### src/rtl/digit_serial_adder_pkg.sv
// ==== digit_serial_adder_pkg : FSM encodings and width helpers for the digit-serial adder
// ==== rev 1.0
`default_nettype none

package digit_serial_adder_pkg;

  typedef enum logic [1:0] {
    IDLE = 2'd0,
    RUN  = 2'd1,
    DONE = 2'd2
  } state_t;

  function automatic int clog2(input int n);
    int r;
    r = 0;
    while ((1 << r) < n) r++;
    return r;
  endfunction

  // A one-step operation still keeps a 1-bit counter.
  function automatic int cnt_width(input int steps);
    return (steps > 1) ? clog2(steps) : 1;
  endfunction

endpackage

`default_nettype wire

### src/rtl/digit_serial_adder_digit_adder.sv
// ==== digit_adder : combinational DIGIT-bit ripple chain of full_adder cells
// ==== rev 1.0
`default_nettype none

module digit_adder #(
  parameter int DIGIT = 4
) (
  input  logic [DIGIT-1:0] a,
  input  logic [DIGIT-1:0] b,
  input  logic             cin,
  output logic [DIGIT-1:0] s,
  output logic             cout,
  output logic             c_top
);

  logic [DIGIT:0] w_c;

  assign w_c[0] = cin;

  for (genvar i = 0; i < DIGIT; i++) begin : g_bit
    full_adder u_fa (
      .a    (a[i]),
      .b    (b[i]),
      .cin  (w_c[i]),
      .s    (s[i]),
      .cout (w_c[i+1])
    );
  end

  assign cout  = w_c[DIGIT];
  // Carry into the top bit; on the last slice this feeds the overflow flag.
  assign c_top = w_c[DIGIT-1];

endmodule

`default_nettype wire

### src/rtl/full_adder.sv
// ==== full_adder : single-bit full adder cell
// ==== rev 1.0
`default_nettype none

module full_adder (
  input  logic a,
  input  logic b,
  input  logic cin,
  output logic s,
  output logic cout
);

  assign s    = a ^ b ^ cin;
  assign cout = (a & b) | (cin & (a ^ b));

endmodule

`default_nettype wire

### src/rtl/digit_serial_adder.sv
// ==== digit_serial_adder : WIDTH-bit adder processing DIGIT bits per clock, valid/ready in and out
// ==== rev 1.0
`default_nettype none

module digit_serial_adder
  import digit_serial_adder_pkg::*;
#(
  parameter int WIDTH = 16,
  parameter int DIGIT = 4
) (
  input  logic             clk,
  input  logic             rst_n,
  input  logic             in_valid,
  output logic             in_ready,
  input  logic [WIDTH-1:0] x,
  input  logic [WIDTH-1:0] y,
  input  logic             carry_in,
  output logic             out_valid,
  input  logic             out_ready,
  output logic [WIDTH-1:0] sum,
  output logic             carry_out,
  output logic             overflow
);

  localparam int STEPS   = WIDTH / DIGIT;
  localparam int C_CNT_W = cnt_width(STEPS);
  localparam logic [C_CNT_W-1:0] C_LAST = C_CNT_W'(STEPS - 1);

  if ((WIDTH < 1) || (DIGIT < 1) || (WIDTH % DIGIT != 0)) begin : g_bad_param
    $error("digit_serial_adder: WIDTH must be a positive multiple of DIGIT");
  end

  state_t             r_state;
  logic [C_CNT_W-1:0] r_cnt;
  logic               r_carry;
  logic [WIDTH-1:0]   r_x;
  logic [WIDTH-1:0]   r_y;
  logic [WIDTH-1:0]   r_sum;
  logic               r_carry_out;
  logic               r_overflow;

  logic [DIGIT-1:0]   w_x_slice;
  logic [DIGIT-1:0]   w_y_slice;
  logic [DIGIT-1:0]   w_s;
  logic               w_c;
  logic               w_c_top;

  assign w_x_slice = r_x[r_cnt*DIGIT +: DIGIT];
  assign w_y_slice = r_y[r_cnt*DIGIT +: DIGIT];

  digit_adder #(
    .DIGIT (DIGIT)
  ) u_digit_adder (
    .a     (w_x_slice),
    .b     (w_y_slice),
    .cin   (r_carry),
    .s     (w_s),
    .cout  (w_c),
    .c_top (w_c_top)
  );

  always_ff @(posedge clk or negedge rst_n) begin
    if (!rst_n) begin
      r_state     <= IDLE;
      r_cnt       <= '0;
      r_carry     <= 1'b0;
      r_x         <= '0;
      r_y         <= '0;
      r_sum       <= '0;
      r_carry_out <= 1'b0;
      r_overflow  <= 1'b0;
    end else begin
      case (r_state)
        IDLE: begin
          if (in_valid) begin
            r_x     <= x;
            r_y     <= y;
            r_carry <= carry_in;
            r_cnt   <= '0;
            r_state <= RUN;
          end
        end
        RUN: begin
          r_sum[r_cnt*DIGIT +: DIGIT] <= w_s;
          r_carry                     <= w_c;
          if (r_cnt == C_LAST) begin
            r_carry_out <= w_c;
            r_overflow  <= w_c_top ^ w_c;
            r_cnt       <= '0;
            r_state     <= DONE;
          end else begin
            r_cnt <= r_cnt + 1'b1;
          end
        end
        DONE: begin
          if (out_ready) r_state <= IDLE;
        end
        default: r_state <= IDLE;
      endcase
    end
  end

  assign in_ready  = (r_state == IDLE);
  assign out_valid = (r_state == DONE);
  assign sum       = r_sum;
  assign carry_out = r_carry_out;
  assign overflow  = r_overflow;

endmodule

`default_nettype wire

### config.mk
export PLATFORM = sky130hd
export DESIGN_NAME = digit_serial_adder
export DESIGN_NICKNAME = d
export VERILOG_FILES = /design/src/rtl/digit_serial_adder_pkg.sv /design/src/rtl/digit_serial_adder_digit_adder.sv /design/src/rtl/full_adder.sv /design/src/rtl/digit_serial_adder.sv
export SDC_FILE = /design/constraint.sdc
export NUM_CORES = 1
export LEC_CHECK = 0
export BUFFER_PORTS_ARGS = -buffer_cell sky130_fd_sc_hd__buf_2
export CAP_MARGIN = 20
export CORE_MARGIN = 3
export CORE_UTILIZATION = 40
export DETAILED_ROUTE_END_ITERATION = 12
export PLACE_DENSITY = 0.62
export SYNTH_ARGS = -nofsm -noshare
export SYNTH_HDL_FRONTEND = slang
export SYNTH_SLANG_ARGS = --single-unit
### constraint.sdc
create_clock -name clk -period 2.66 [get_ports clk]
set_input_delay 0.399 -clock clk [delete_from_list [all_inputs] [get_ports clk]]
set_output_delay 0.399 -clock clk [all_outputs]
set_load 0.02 [all_outputs]
Yosys cells after proc, flatten, opt, wreduce, memory -nomap -nowiden --
Cells that the tools add are included. W data, S select, Z words.
Word-level totals: register bits 55, input port bits 37, output and inout bits 20, logic and storage cells 57
Operators by class: $add $sub $neg 2, equality and inequality tests 6, shift operators 4, mux-type cells 10, bitwise operators 21, reductions and logical operators 6
Operator list (count):
- $neg A4 Y34 | 1
- $shift A4 B34 Y16 const A | 1
- $shiftx A4 B34 Y16 | 1
- $shiftx A16 B5 Y4 | 2
- $bwmux W16 | 1
- $mux W2 | 5
- $xor A1 B1 Y1 | 9
- $and A1 B1 Y1 | 8
- $pmux W2 S3 | 1
- $reduce_and A2 Y1 | 3
- $eq A2 B2 Y1 const B | 2
- $ne A2 B2 Y1 const B | 2
- $or A1 B1 Y1 | 4
- $pmux W2 S2 | 1
- $reduce_and A3 Y1 | 1
- $add A2 B1 Y2 const B | 1
- $eq A2 B1 Y1 const B | 1
- $logic_not A2 Y1 | 1
- $ne A2 B1 Y1 const B | 1
- $pmux W1 S2 | 1
- $reduce_bool A2 Y1 | 1
- $mux W1 | 1

Logic depth before layout (Yosys ltp) --
Gate-level depths: netlist (run 1).
depth after elaboration 11, mapped depth 11

By module --
A second synthesis (run 1) with hierarchy kept.
Second synthesis, totals: cells, all modules 176, area, all modules 2536.2 um^2
By module, submodules not included:
- digit_serial_adder | instances 1, cells an instance 172, area an instance 2456.1 um^2, seq. area each 1376.3 um^2
- full_adder | instances 4, cells an instance 1, area an instance 20.0 um^2, seq. area each 0.0 um^2

Worst setup path after synthesis (run 1) --
No wires, ideal clock.
path type register to register, from reg r_cnt[0], to reg r_sum[7] (netlist: sum[7]), library setup time 0.084 ns, data arrival time 2.812 ns, path slack -0.236 ns, cell stages (with the launch flop) 12, buffers on the path 2, cells stage by stage dfrtp_1 buf_6 buf_2 mux4_2 fa_1 inv_1 fa_1 fa_1 inv_1 fa_1 nand3_1 o21ai_0
Between the ends: cells in the longest elaborated chain, start to end 11, elaborated cells on any way between the ends 23, classes of those cells add/sub (1); shift (4); mux (1); bitwise (17)
Ends and longest elaborated chain:
- start, declared | RTL line digit_serial_adder.sv:34 | logic [C_CNT_W-1:0] r_cnt;
- start signal, assigned | RTL line digit_serial_adder.sv:92 | r_cnt <= r_cnt + 1'b1;
- $shiftx A16 B5 Y4 (on tied branches) | RTL line digit_serial_adder.sv:48, digit_serial_adder.sv:49
- $xor A1 B1 Y1 | RTL line full_adder.sv:13, full_adder.sv:14
- $and A1 B1 Y1 | RTL line full_adder.sv:14 | assign cout = (a & b) | (cin & (a ^ b));
- $or A1 B1 Y1 | RTL line full_adder.sv:14
- $and A1 B1 Y1 | RTL line full_adder.sv:14
- $or A1 B1 Y1 | RTL line full_adder.sv:14
- $and A1 B1 Y1 | RTL line full_adder.sv:14
- $or A1 B1 Y1 | RTL line full_adder.sv:14
- $xor A1 B1 Y1 | RTL line full_adder.sv:13 | assign s = a ^ b ^ cin;
- $shiftx A4 B34 Y16 | RTL line digit_serial_adder.sv:84 | r_sum[r_cnt*DIGIT +: DIGIT] <= w_s;
- $bwmux W16 * | RTL line digit_serial_adder.sv:84
- end signal, assigned by index | RTL line digit_serial_adder.sv:84
- end, declared | RTL line digit_serial_adder.sv:38 | logic [WIDTH-1:0] r_sum;
Every way passes the cells marked *; elsewhere a longest branch is shown, timed or not. A chain may end at the register's enable or synchronous reset.

Worst setup path in the final report (run 1) --
from reg r_cnt[1], to reg r_sum[7] (netlist: sum[7])
Same word-level chain as after synthesis.

==> results of run 1 <==
==> cells in the mapped netlist, types with 2 or more instances <==
library cell | count | area, um^2
nor2_1 | 3 | 11.3
buf_2 | 2 | 10.0
ha_1 | 6 | 75.1
mux4_2 | 8 | 180
nand3b_4 | 2 | 40.0
mux2_2 | 31 | 349
fa_1 | 4 | 80.1
buf_6 | 2 | 22.5
buf_4 | 3 | 22.5
o21ai_2 | 2 | 17.5
o31ai_1 | 4 | 30.0
inv_1 | 9 | 33.8
nand2_1 | 17 | 63.8
dfrtp_1 | 55 | 1380
nand3_1 | 2 | 10.0
nand2b_1 | 3 | 18.8
o41ai_1 | 2 | 17.5
nand3b_1 | 2 | 15.0
o2bb2ai_1 | 2 | 17.5
a22o_1 | 4 | 35.0
mux2_1 | 2 | 22.5
o21ai_0 | 7 | 35.0
==> placed cells by master (no fill, tap or decap), types with 2 or more instances in the layout <==
cell type | Yosys | routed
nand3b_4 | 2 | 2
a22o_1 | 4 | 4
nand2b_1 | 3 | 3
mux2_1 | 2 | 2
buf_2 | 2 | 56
o21ai_0 | 7 | 5
nand2_1 | 17 | 17
inv_2 | 0 | 2
dfrtp_1 | 55 | 55
ha_1 | 6 | 6
mux2_2 | 31 | 31
nand3_1 | 2 | 2
inv_1 | 9 | 7
mux4_2 | 8 | 8
o31ai_1 | 4 | 4
buf_6 | 2 | 2
o21ai_2 | 2 | 3
clkbuf_8 | 0 | 5
buf_4 | 3 | 5
o2bb2ai_1 | 2 | 2
nand3b_1 | 2 | 2
o41ai_1 | 2 | 2
fa_2 | 0 | 4
nor2_1 | 3 | 3
==> state kept, by name (all words and copies together), names as in the netlist <==
name and count:
r_x 16, r_y 16, sum 16, r_cnt 2, r_state 2, carry_out 1, overflow 1, r_carry 1
==> per-stage QoR <==
stage / util / instance area [um^2] / TNS, ns / instances / worst slack [ns]
3_5_place_dp: 0.487 / 2970 / 0 / 315 / 0.0282
3_3_place_gp: 0.487 / 2970 / 0 / 315 / 0.0768
4_1_cts: 0.504 / 3070 / 0 / 322 / 0.00374
6_report: 0.508 / 3100 / 0 / 323 / 0.0433
2_1_floorplan: - / 2620 / -0.826 / 186 / -0.144
5_1_grt: 0.508 / 3100 / -0.175 / 323 / -0.0911
==> worst max-delay path: cells and delay by family (launching register included) <==
| kind | cells | cell delay, ns |
|---|---|---|
| mux | 1 | 0.53 |
| flops | 1 | 0.39 |
| fa+ha+maj | 4 | 1.32 |
| simple gates | 1 | 0.08 |
| compound gates | 1 | 0.12 |
| buf+inv | 2 | 0.10 |
==> layout make-up <==
type / instances / area [um^2]
fill: 561 / 3000
sequential: 55 / 1380
multi-input combinational: 114 / 1140
timing repair buffer: 63 / 340
tap: 75 / 93.8
clock buffer: 5 / 68.8
clock inverter: 2 / 37.5
inverter: 9 / 33.8
==> where the power goes <==
part | internal [mW] | switching [mW]
Clock | 0.276 | 0.264
Combinational | 1.11 | 1.19
Sequential | 1.21 | 0.247
==> kinds of logic after synthesis <==
logic type                 share of synthesized area
xor gates and xnor gates                     0.00337
adders and majority gates                     0.0596
muxes                                          0.212
AOI/OAI and AO/OA                             0.0664
DFF                                            0.529
and+or+nand+nor                               0.0933
buffers and inverters                         0.0361
==> timing repair <==
| action | CTS | global route |
|---|---|---|
| resized for setup | 0 | 5 |
| setup buffers | 0 | 1 |
| endpoints found under the setup margin | 0 | 7 |
==> worst paths after layout <==
check | startpoint | to | slack, ns | cells past startpoint
max | r_cnt[1] | sum[7] | 0.04 | 9
min | rst_n | sum[13] | 0.23 | 1
max reg2reg | r_cnt[1] | sum[7] | 0.04 | 9
min reg2reg | sum[9] | sum[9] | 0.48 | 2
max in group asynchronous | rst_n | sum[4] | 1.77 | 2
min in group clk | out_ready | r_state[1] | 0.28 | 2
==> layer usage <==
metal / vias up / global-route usage / share of wire
met1: 826 / 0.187 / 0.46
met2: 48 / 0.227 / 0.47
li1: 793 / - / -
met3: 4 / 0.0371 / 0.063
met5: - / 0 / 0
met4: 0 / 0.0297 / 0.0056
==> results.md, run 1 <==
* Starting density of the core at 0.427
* Sinks on the clock net at between 50 and 60
* Root buf cell: clkbuf_8
* Number of DRC violations after detailed-routing iteration 0 at 60
* Post-Syn Instances at roughly 190
* Gpl congestion at slightly above 0.8
* Register bit total from synthesis at 55
* TritonCTS Buffers at 5
* Worst min path class: primary input to async pin
* Critical path data required time at 2.88 ns
* Vias per inst at 5.17
* Critical path data arrival time at 2.84 ns
* Die area at 0.00751 mm^2
* Avg Inst Size Synth at 14.0 um^2
* Worst voltage drop across the vdd grid at 628 uV
* Hold-fix buffers at CTS at 0
* Transition time at the pin with the least slew margin at 0.930 ns
* Number of violations of the max-capacitance limit at 0
* Area Overhead vs Synth at 19.0%
* PnR Total Power at 4.30 mW
* Endpoints failing setup at 0
* Drt pass-1 iters at 4
* Number of nets with antenna violations after routing at 0
* Number of enable flip-flop cells after synthesis at 0
* Leakage at 1.46 nW
* Global-route wire length before repair at just over 8 mm
* Maximum clock path buffer count at 2
* Critical path's largest stage delay at 0.56 ns
* Placeable Area at 0.00610 mm^2
* Final Slew Violations at 0
* Maximum clock rate at 382 MHz
* Unrepaired setup endpoints after global routing: true
* Worst slew slack as a fraction of its limit at 0.380
* Number of placement rows at 28
* Kind of start point of the critical path: flip-flop
* Number of H-tree levels at 2
* Main flop type after synthesis: dfrtp_1
* Total congestion overflow at 0
* TritonCTS clock tree: yes
* Yosys synthesis warning count at 0
* Outcome: complete, no violations
* Final Critical Period at 2.62 ns
* Pin count of the biggest net entering global routing at 44
* Classification of the worst setup path: flip-flop to flip-flop
* All-layer global routing usage at 0.139
* Die Span X at 86.6 um
* Initial antenna violation count at 0
* Placed wire-length estimate at approximately 3.8 mm
* Detailed-route via count at 1,671
* Post-synth ARST share at 1.00
* Total wirelength of the detailed-routed design at 4.99 mm
* Insertion delay to the later sink of the worst-skew pair at 0.30 ns
* Vias in the first global route at 1,655
* Post-synth cell types at 36
* Highest net fanout along the worst path at 4
* Post-Route Skew at between 0.01 and 0.015 ns
* Cell type with the highest occurrence count on the critical path: fa_2
* Count of input and output buffers at 56
* Clock-pin slew on the worst setup and hold paths at 0.10 ns
* Remaining design rule violation count at 0
* CP cell instances: mux4_2 -> fa_2 -> inv_2 -> fa_2 -> fa_2 -> inv_2 -> fa_2 -> nand3_1 -> o21ai_1
* Share of the clock period used by the worst path after layout at 0.984
* Synthesized area at 0.00260 mm^2
* Total Nets Final at 295
* Synth Net Count at approximately 230
* Final number of hold-violating endpoints at 0
* # IOs at 57
* Sequential fraction of the synthesis area at 0.529
* Routed wirelength normalized by instance count at 15.4 um
* Vertical extent of the die at slightly below 90 um
* Slowest cell on crit path: fa_2
* Sort of element at the end of the critical path: flip-flop
* Proportion of layout cells with a drive suffix above 1 at 0.496
* Diode insertion count for antenna repair at 0
* Final worst hold slack at 0.226 ns
* Power density cells at 1390 mW/mm^2
(Power assumes the default switching activity.)
==> inputs of run 2 (changes only) <==
--- a/config.mk
+++ b/config.mk
@@ -5,12 +5,14 @@
 export SDC_FILE = /design/constraint.sdc
 export NUM_CORES = 1
 export LEC_CHECK = 0
+export ABC_CLOCK_PERIOD_IN_PS = 2660
 export BUFFER_PORTS_ARGS = -buffer_cell sky130_fd_sc_hd__buf_2
 export CAP_MARGIN = 20
 export CORE_MARGIN = 3
 export CORE_UTILIZATION = 40
 export DETAILED_ROUTE_END_ITERATION = 12
 export PLACE_DENSITY = 0.62
+export SETUP_SLACK_MARGIN = 0.1
 export SYNTH_ARGS = -nofsm -noshare
 export SYNTH_HDL_FRONTEND = slang
 export SYNTH_SLANG_ARGS = --single-unit
==> results.md, run 2 (synthesis results as in run 1) <==
* Sinks on the clock net at 55 (unchanged)
* Die Span X at 86.6 um (unchanged)
* Maximum clock rate at 379 MHz (was 382 MHz)
* Non-filler cells, final at 326 (was 323)
* Placed wire-length estimate at 3.82 mm (was 3.75 mm)
* Total congestion overflow at 0 (unchanged)
* Drt pass-1 iters at 4 (unchanged)
* Insertion delay to the later sink of the worst-skew pair at 0.31 ns (was 0.30 ns)
* Diode insertion count for antenna repair at 0 (unchanged)
* Post-Route Skew at 0.00600 ns (was 0.0101 ns)
* Remaining design rule violation count at 0 (unchanged)
* Routed wirelength normalized by instance count at 15.8 um (was 15.4 um)
* Sort of element at the end of the critical path: flip-flop (unchanged)
* PnR Total Power at 4.30 mW (about the same)
* Worst slew slack as a fraction of its limit at 0.655 (was 0.380)
* Proportion of layout cells with a drive suffix above 1 at 0.502 (was 0.496)
* Endpoints failing setup at 0 (unchanged)
* Maximum clock path buffer count at 2 (unchanged)
* Final Critical Period at 2.64 ns (was 2.62 ns)
* Number of H-tree levels at 2 (unchanged)
* Critical Path End: sum[7] (unchanged)
* Number of violations of the max-capacitance limit at 0 (unchanged)
* Hold-fix buffers at CTS at 0 (unchanged)
* Most frequent cells in the layout: 56 x buf_2, 55 x dfrtp_1, 30 x mux2_2, 17 x nand2_1, 8 x mux4_2 (was 56 x buf_2, 55 x dfrtp_1, 31 x mux2_2, 17 x nand2_1, 8 x mux4_2)
* Placed cell count at 315 (unchanged)
* Vias per inst at 5.07 (was 5.17)
* Gpl congestion at 0.774 (was 0.819)
* Count of input and output buffers at 56 (unchanged)
* Post-layout utilization of the core at 0.509 (was 0.508)
* Total Nets Final at 297 (was 295)
* Cell depth of the worst flop-to-flop path at 9 (unchanged)
* Register-to-Register Setup Slack at 0.02 ns (was 0.04 ns)
* Vertical extent of the die at 86.6 um (unchanged)
* Power density cells at 1390 mW/mm^2 (about the same)
* Vias in the first global route at 1,704 (was 1,655)
* Critical register-to-register path startpoint: r_cnt[1] (unchanged)
* Leakage at 1.47 nW (was 1.46 nW)
* Most common library cell in the layout ignoring fill and taps: buf_2 (unchanged)
* Outcome: complete, no violations (unchanged)
* Transition time at the pin with the least slew margin at 0.517 ns (was 0.930 ns)
* Die area at 0.00751 mm^2 (unchanged)
* Critical path data required time at 2.90 ns (was 2.88 ns)
* Critical path data arrival time at 2.88 ns (was 2.84 ns)
* Worst voltage drop across the vdd grid at 604 uV (was 628 uV)
* Critical path startpoint: r_cnt[1] (unchanged)
* Root buf cell: clkbuf_8 (unchanged)
* Worst reg2reg path endpoint: sum[7] (unchanged)
* Placeable Area at 0.00610 mm^2 (unchanged)
* Share of the clock period used by the worst path after layout at 0.992 (was 0.984)
* Highest net fanout along the worst path at 4 (unchanged)
* TritonCTS Buffers at 5 (unchanged)
* Starting density of the core at 0.427 (unchanged)
* Pin count of the biggest net entering global routing at 35 (was 44)
* Kind of start point of the critical path: flip-flop (unchanged)
* All-layer global routing usage at 0.141 (was 0.139)
* Total wirelength of the detailed-routed design at 5.17 mm (was 4.99 mm)
* Unrepaired setup endpoints after global routing: true (unchanged)
* Detailed-route via count at 1,653 (was 1,671)
* Number of DRC violations after detailed-routing iteration 0 at 62 (was 60)
* Clock-pin slew on the worst setup and hold paths at 0.10 ns (about the same)
* TritonCTS clock tree: yes (unchanged)
* Initial antenna violation count at 0 (unchanged)
* Number of placement rows at 28 (unchanged)
* Global-route wire length before repair at 8.21 mm (was 8.07 mm)
* Classification of the worst setup path: flip-flop to flip-flop (unchanged)
* Final Slew Violations at 0 (unchanged)
* Number of nets with antenna violations after routing at 0 (unchanged)
* Area Overhead vs Synth at 19.2% (was 19.0%)
* Worst min path class: primary input to async pin (unchanged)
* # IOs at 57 (unchanged)
* Final number of hold-violating endpoints at 0 (unchanged)
[run 2: layer usage]
metal,wire length [um],track usage,vias up
met5,0,0,-
met3,246,0.0390,5
met2,2540,0.225,41
met1,2340,0.192,819
met4,43,0.0340,0
li1,-,-,788
[run 2: critical path, cell delays in order (launching register included)]
cell and delay (ns):
dfrtp_1 0.41, mux4_2 0.54, fa_2 0.38, inv_2 0.06, fa_2 0.18, fa_2 0.20, inv_2 0.04, fa_2 0.57
nand3_1 0.08, o21ai_1 0.12
[run 2: area by class of cell]
type	instances	area (um^2)
Fill cell	575	3000
Clock buffer	5	68.8
Inverter	9	33.8
Clock inverter	3	22.5
Multi-Input combinational cell	114	1150
Tap cell	75	93.8
Timing Repair Buffer	65	355
Sequential cell	55	1380
[run 2: stage by stage]
step                      setup TNS [ns]  instance area [um^2]  hold WS [ns]  worst slack (ns)
final                                  0                  3100        0.0416            0.0208
after global routing              -0.284                  3100        0.0649            -0.118
after CTS                              0                  3060        0.0555            0.0333
after detailed placement               0                  2970         0.400            0.0456
after global placement                 0                  2970         0.401            0.0877
after floorplan                   -0.826                  2620         0.103            -0.144
[run 2: power breakdown]
part           leakage, nW  switching [mW]  internal [mW]  total (mW)
clock network       0.0489           0.285          0.191       0.476
registers            0.682           0.262           1.21        1.47
logic                0.739            1.19           1.16        2.35
[run 2: what timing repair did]
action	in CTS	in global routing
setup buffers	0	3
pin swaps	1	2
setup endpoints to repair	6	8
resized for setup	2	5
[run 2: worst min path at each step]
stage / depth (start not counted) / slack [ns] / to
2_1_floorplan: 0 / 0.10 / carry_out
3_3_place_gp: 1 / 0.40 / sum[14]
3_5_place_dp: 1 / 0.40 / sum[14]
4_1_cts: 1 / 0.06 / r_x[12]
5_1_grt: 1 / 0.06 / r_x[8]
6_report: 1 / 0.04 / sum[14]
==> inputs of run 3 (changes only) <==
--- a/config.mk
+++ b/config.mk
@@ -10,6 +10,7 @@
 export CAP_MARGIN = 20
 export CORE_MARGIN = 3
 export CORE_UTILIZATION = 40
+export CTS_BUF_LIST = sky130_fd_sc_hd__clkbuf_16
 export DETAILED_ROUTE_END_ITERATION = 12
 export PLACE_DENSITY = 0.62
 export SETUP_SLACK_MARGIN = 0.1
==> results.md, run 3 (synthesis results as in run 1) <==
* Outcome: complete, no violations (unchanged)
* Vertical extent of the die at 86.6 um (unchanged)
* TritonCTS Buffers at 5 (unchanged)
* Worst min path class: primary input to async pin (unchanged)
* Insertion delay to the later sink of the worst-skew pair at 0.29 ns (was 0.31 ns)
* Gate family responsible for the most delay along the worst path: adder cells (unchanged)
* Maximum clock path buffer count at 2 (unchanged)
* Post-layout utilization of the core at 0.514 (was 0.509)
* Die Span X at 86.6 um (unchanged)
* CP bufs+invs at 2 (unchanged)
* Detailed-route via count at 1,657 (was 1,653)
* Vias per inst at 5.11 (was 5.07)
* Die area at 0.00751 mm^2 (unchanged)
* Critical path data required time at 2.88 ns (was 2.90 ns)
* Endpoints failing setup at 0 (unchanged)
* All-layer global routing usage at 0.142 (was 0.141)
* Net Sw Frac at 0.393 (was 0.405)
* Maximum clock rate at 381 MHz (was 379 MHz)
* Relative contribution of the clock network to total power at 0.148 (was 0.111)
* Worst voltage drop across the vdd grid at 646 uV (was 604 uV)
* Highest net fanout along the worst path at 4 (unchanged)
* Sort of element at the end of the critical path: flip-flop (unchanged)
* Share of the clock period used by the worst path after layout at 0.987 (was 0.992)
* Root buf cell: clkbuf_16 (was clkbuf_8)
* Remaining design rule violation count at 0 (unchanged)
* Starting density of the core at 0.427 (unchanged)
* Power density cells at 1420 mW/mm^2 (was 1390 mW/mm^2)
* Number of H-tree levels at 2 (unchanged)
* Number of DRC violations after detailed-routing iteration 0 at 69 (was 62)
* Routed wirelength normalized by instance count at 15.8 um (about the same)
* TritonCTS clock tree: yes (unchanged)
* Initial antenna violation count at 0 (unchanged)
* Psw at 1.74 mW (about the same)
* Cell type with the highest occurrence count on the critical path: fa_2 (unchanged)
* Diode insertion count for antenna repair at 0 (unchanged)
* Post-Route Skew at 0.00473 ns (was 0.00600 ns)
* Critical path's largest stage delay at 0.57 ns (about the same)
* Most frequent cells in the layout: 56 x buf_2, 55 x dfrtp_1, 31 x mux2_2, 17 x nand2_1, 8 x mux4_2 (was 56 x buf_2, 55 x dfrtp_1, 30 x mux2_2, 17 x nand2_1, 8 x mux4_2)
* Placed wire-length estimate at 3.82 mm (unchanged)
* Most common library cell in the layout ignoring fill and taps: buf_2 (unchanged)
* Proportion of layout cells with a drive suffix above 1 at 0.498 (was 0.502)
* Count of input and output buffers at 56 (unchanged)
* Worst slew slack as a fraction of its limit at 0.655 (about the same)
* Number of nets with antenna violations after routing at 0 (unchanged)
* Area Overhead vs Synth at 20.5% (was 19.2%)
* Kind of start point of the critical path: flip-flop (unchanged)
* Total wirelength of the detailed-routed design at 5.11 mm (was 5.17 mm)
* Drt pass-1 iters at 4 (unchanged)
* Pin count of the biggest net entering global routing at 35 (unchanged)
* Placed cell count at 315 (unchanged)
* Classification of the worst setup path: flip-flop to flip-flop (unchanged)
* Critical path data arrival time at 2.85 ns (was 2.88 ns)
* # IOs at 57 (unchanged)
* Placeable Area at 0.00610 mm^2 (unchanged)
* Total congestion overflow at 0 (unchanged)
* Final Slew Violations at 0 (unchanged)
* Unrepaired setup endpoints after global routing: true (unchanged)
* Final Critical Period at 2.63 ns (was 2.64 ns)
* Vias in the first global route at 1,710 (was 1,704)
* Sinks on the clock net at 55 (unchanged)
* Total Nets Final at 295 (was 297)
* Non-filler cells, final at 324 (was 326)
* Cell Int Power at 2.69 mW (was 2.56 mW)
* Global-route wire length before repair at 8.25 mm (was 8.21 mm)
* Number of placement rows at 28 (unchanged)
* Transition time at the pin with the least slew margin at 0.517 ns (about the same)
* Gpl congestion at 0.774 (unchanged)
* Reg power frac at 0.332 (was 0.343)
* Final number of hold-violating endpoints at 0 (unchanged)
* CP cell instances: mux4_2 -> fa_2 -> inv_2 -> fa_2 -> fa_2 -> inv_2 -> fa_2 -> nand3_1 -> o21ai_1 (unchanged)
* Logic pwr share at 0.519 (was 0.547)
* Slowest cell on crit path: fa_2 (unchanged)
* Number of violations of the max-capacitance limit at 0 (unchanged)
* Leakage at 1.48 nW (was 1.47 nW)
* Clock-pin slew on the worst setup and hold paths at 0.07 ns (was 0.10 ns)
==> run 3: changes by cell type in the layout (fill, tap and decap cells not counted), sizes merged <==
cell,delta
buf,-2
==> run 3: final timing paths <==
kind | slack, ns | endpoint | from | cells after the start
max | 0.03 | sum[7] | r_cnt[0] | 9
min | 0.07 | sum[14] | rst_n | 1
max reg2reg | 0.03 | sum[7] | r_cnt[0] | 9
min reg2reg | 0.48 | sum[14] | sum[14] | 2
max in group asynchronous | 1.77 | r_y[1] | rst_n | 2
min in group clk | 0.29 | r_state[1] | out_ready | 2
==> run 3: cell type report <==
class / instances / area, um^2
Clock inverter: 3 / 22.5
Clock buffer: 5 / 125
Inverter: 9 / 33.8
Timing Repair Buffer: 63 / 337
Sequential cell: 55 / 1380
Fill cell: 563 / 2960
Multi-Input combinational cell: 114 / 1150
Tap cell: 75 / 93.8
==> run 3: power by group through the flow <==
stage | Combinational [mW] | Sequential [mW] | Clock, mW
2_1_floorplan | 1.67 | 1.49 | 0
3_3_place_gp | 2.26 | 1.48 | 0
3_5_place_dp | 2.28 | 1.49 | 0
4_1_cts | 2.31 | 1.48 | 0.679
5_1_grt | 2.55 | 1.52 | 0.712
6_report | 2.30 | 1.48 | 0.659
==> run 3: per-layer routing <==
layer  global-route usage  vias up  wire length [um]
li1                     -      789                 -
met1                0.192      821              2380
met2                0.225       41              2460
met3               0.0304        6               221
met4               0.0510        0                48
met5                    0        -                 0
==> run 3: metrics by stage <==
| step | hold slack, ns | power [mW] | worst slack [ns] | instance area, um^2 | setup TNS [ns] |
|---|---|---|---|---|---|
| finish | 0.0698 | 4.44 | 0.0340 | 3130 | 0 |
| CTS | 0.0859 | 4.47 | 0.0327 | 3120 | 0 |
| floorplan | 0.103 | 3.16 | -0.144 | 2620 | -0.826 |
| global route | 0.105 | 4.78 | -0.0996 | 3130 | -0.257 |
| global placement | 0.401 | 3.75 | 0.0877 | 2970 | 0 |
| detailed placement | 0.400 | 3.77 | 0.0456 | 2970 | 0 |
==> run 3: timing repair <==
item,CTS,global route
gates cloned,0,0
setup buffers,0,1
hold buffers,0,0
pin swaps,1,1
endpoints found under the setup margin,6,8
gates resized for setup,2,3
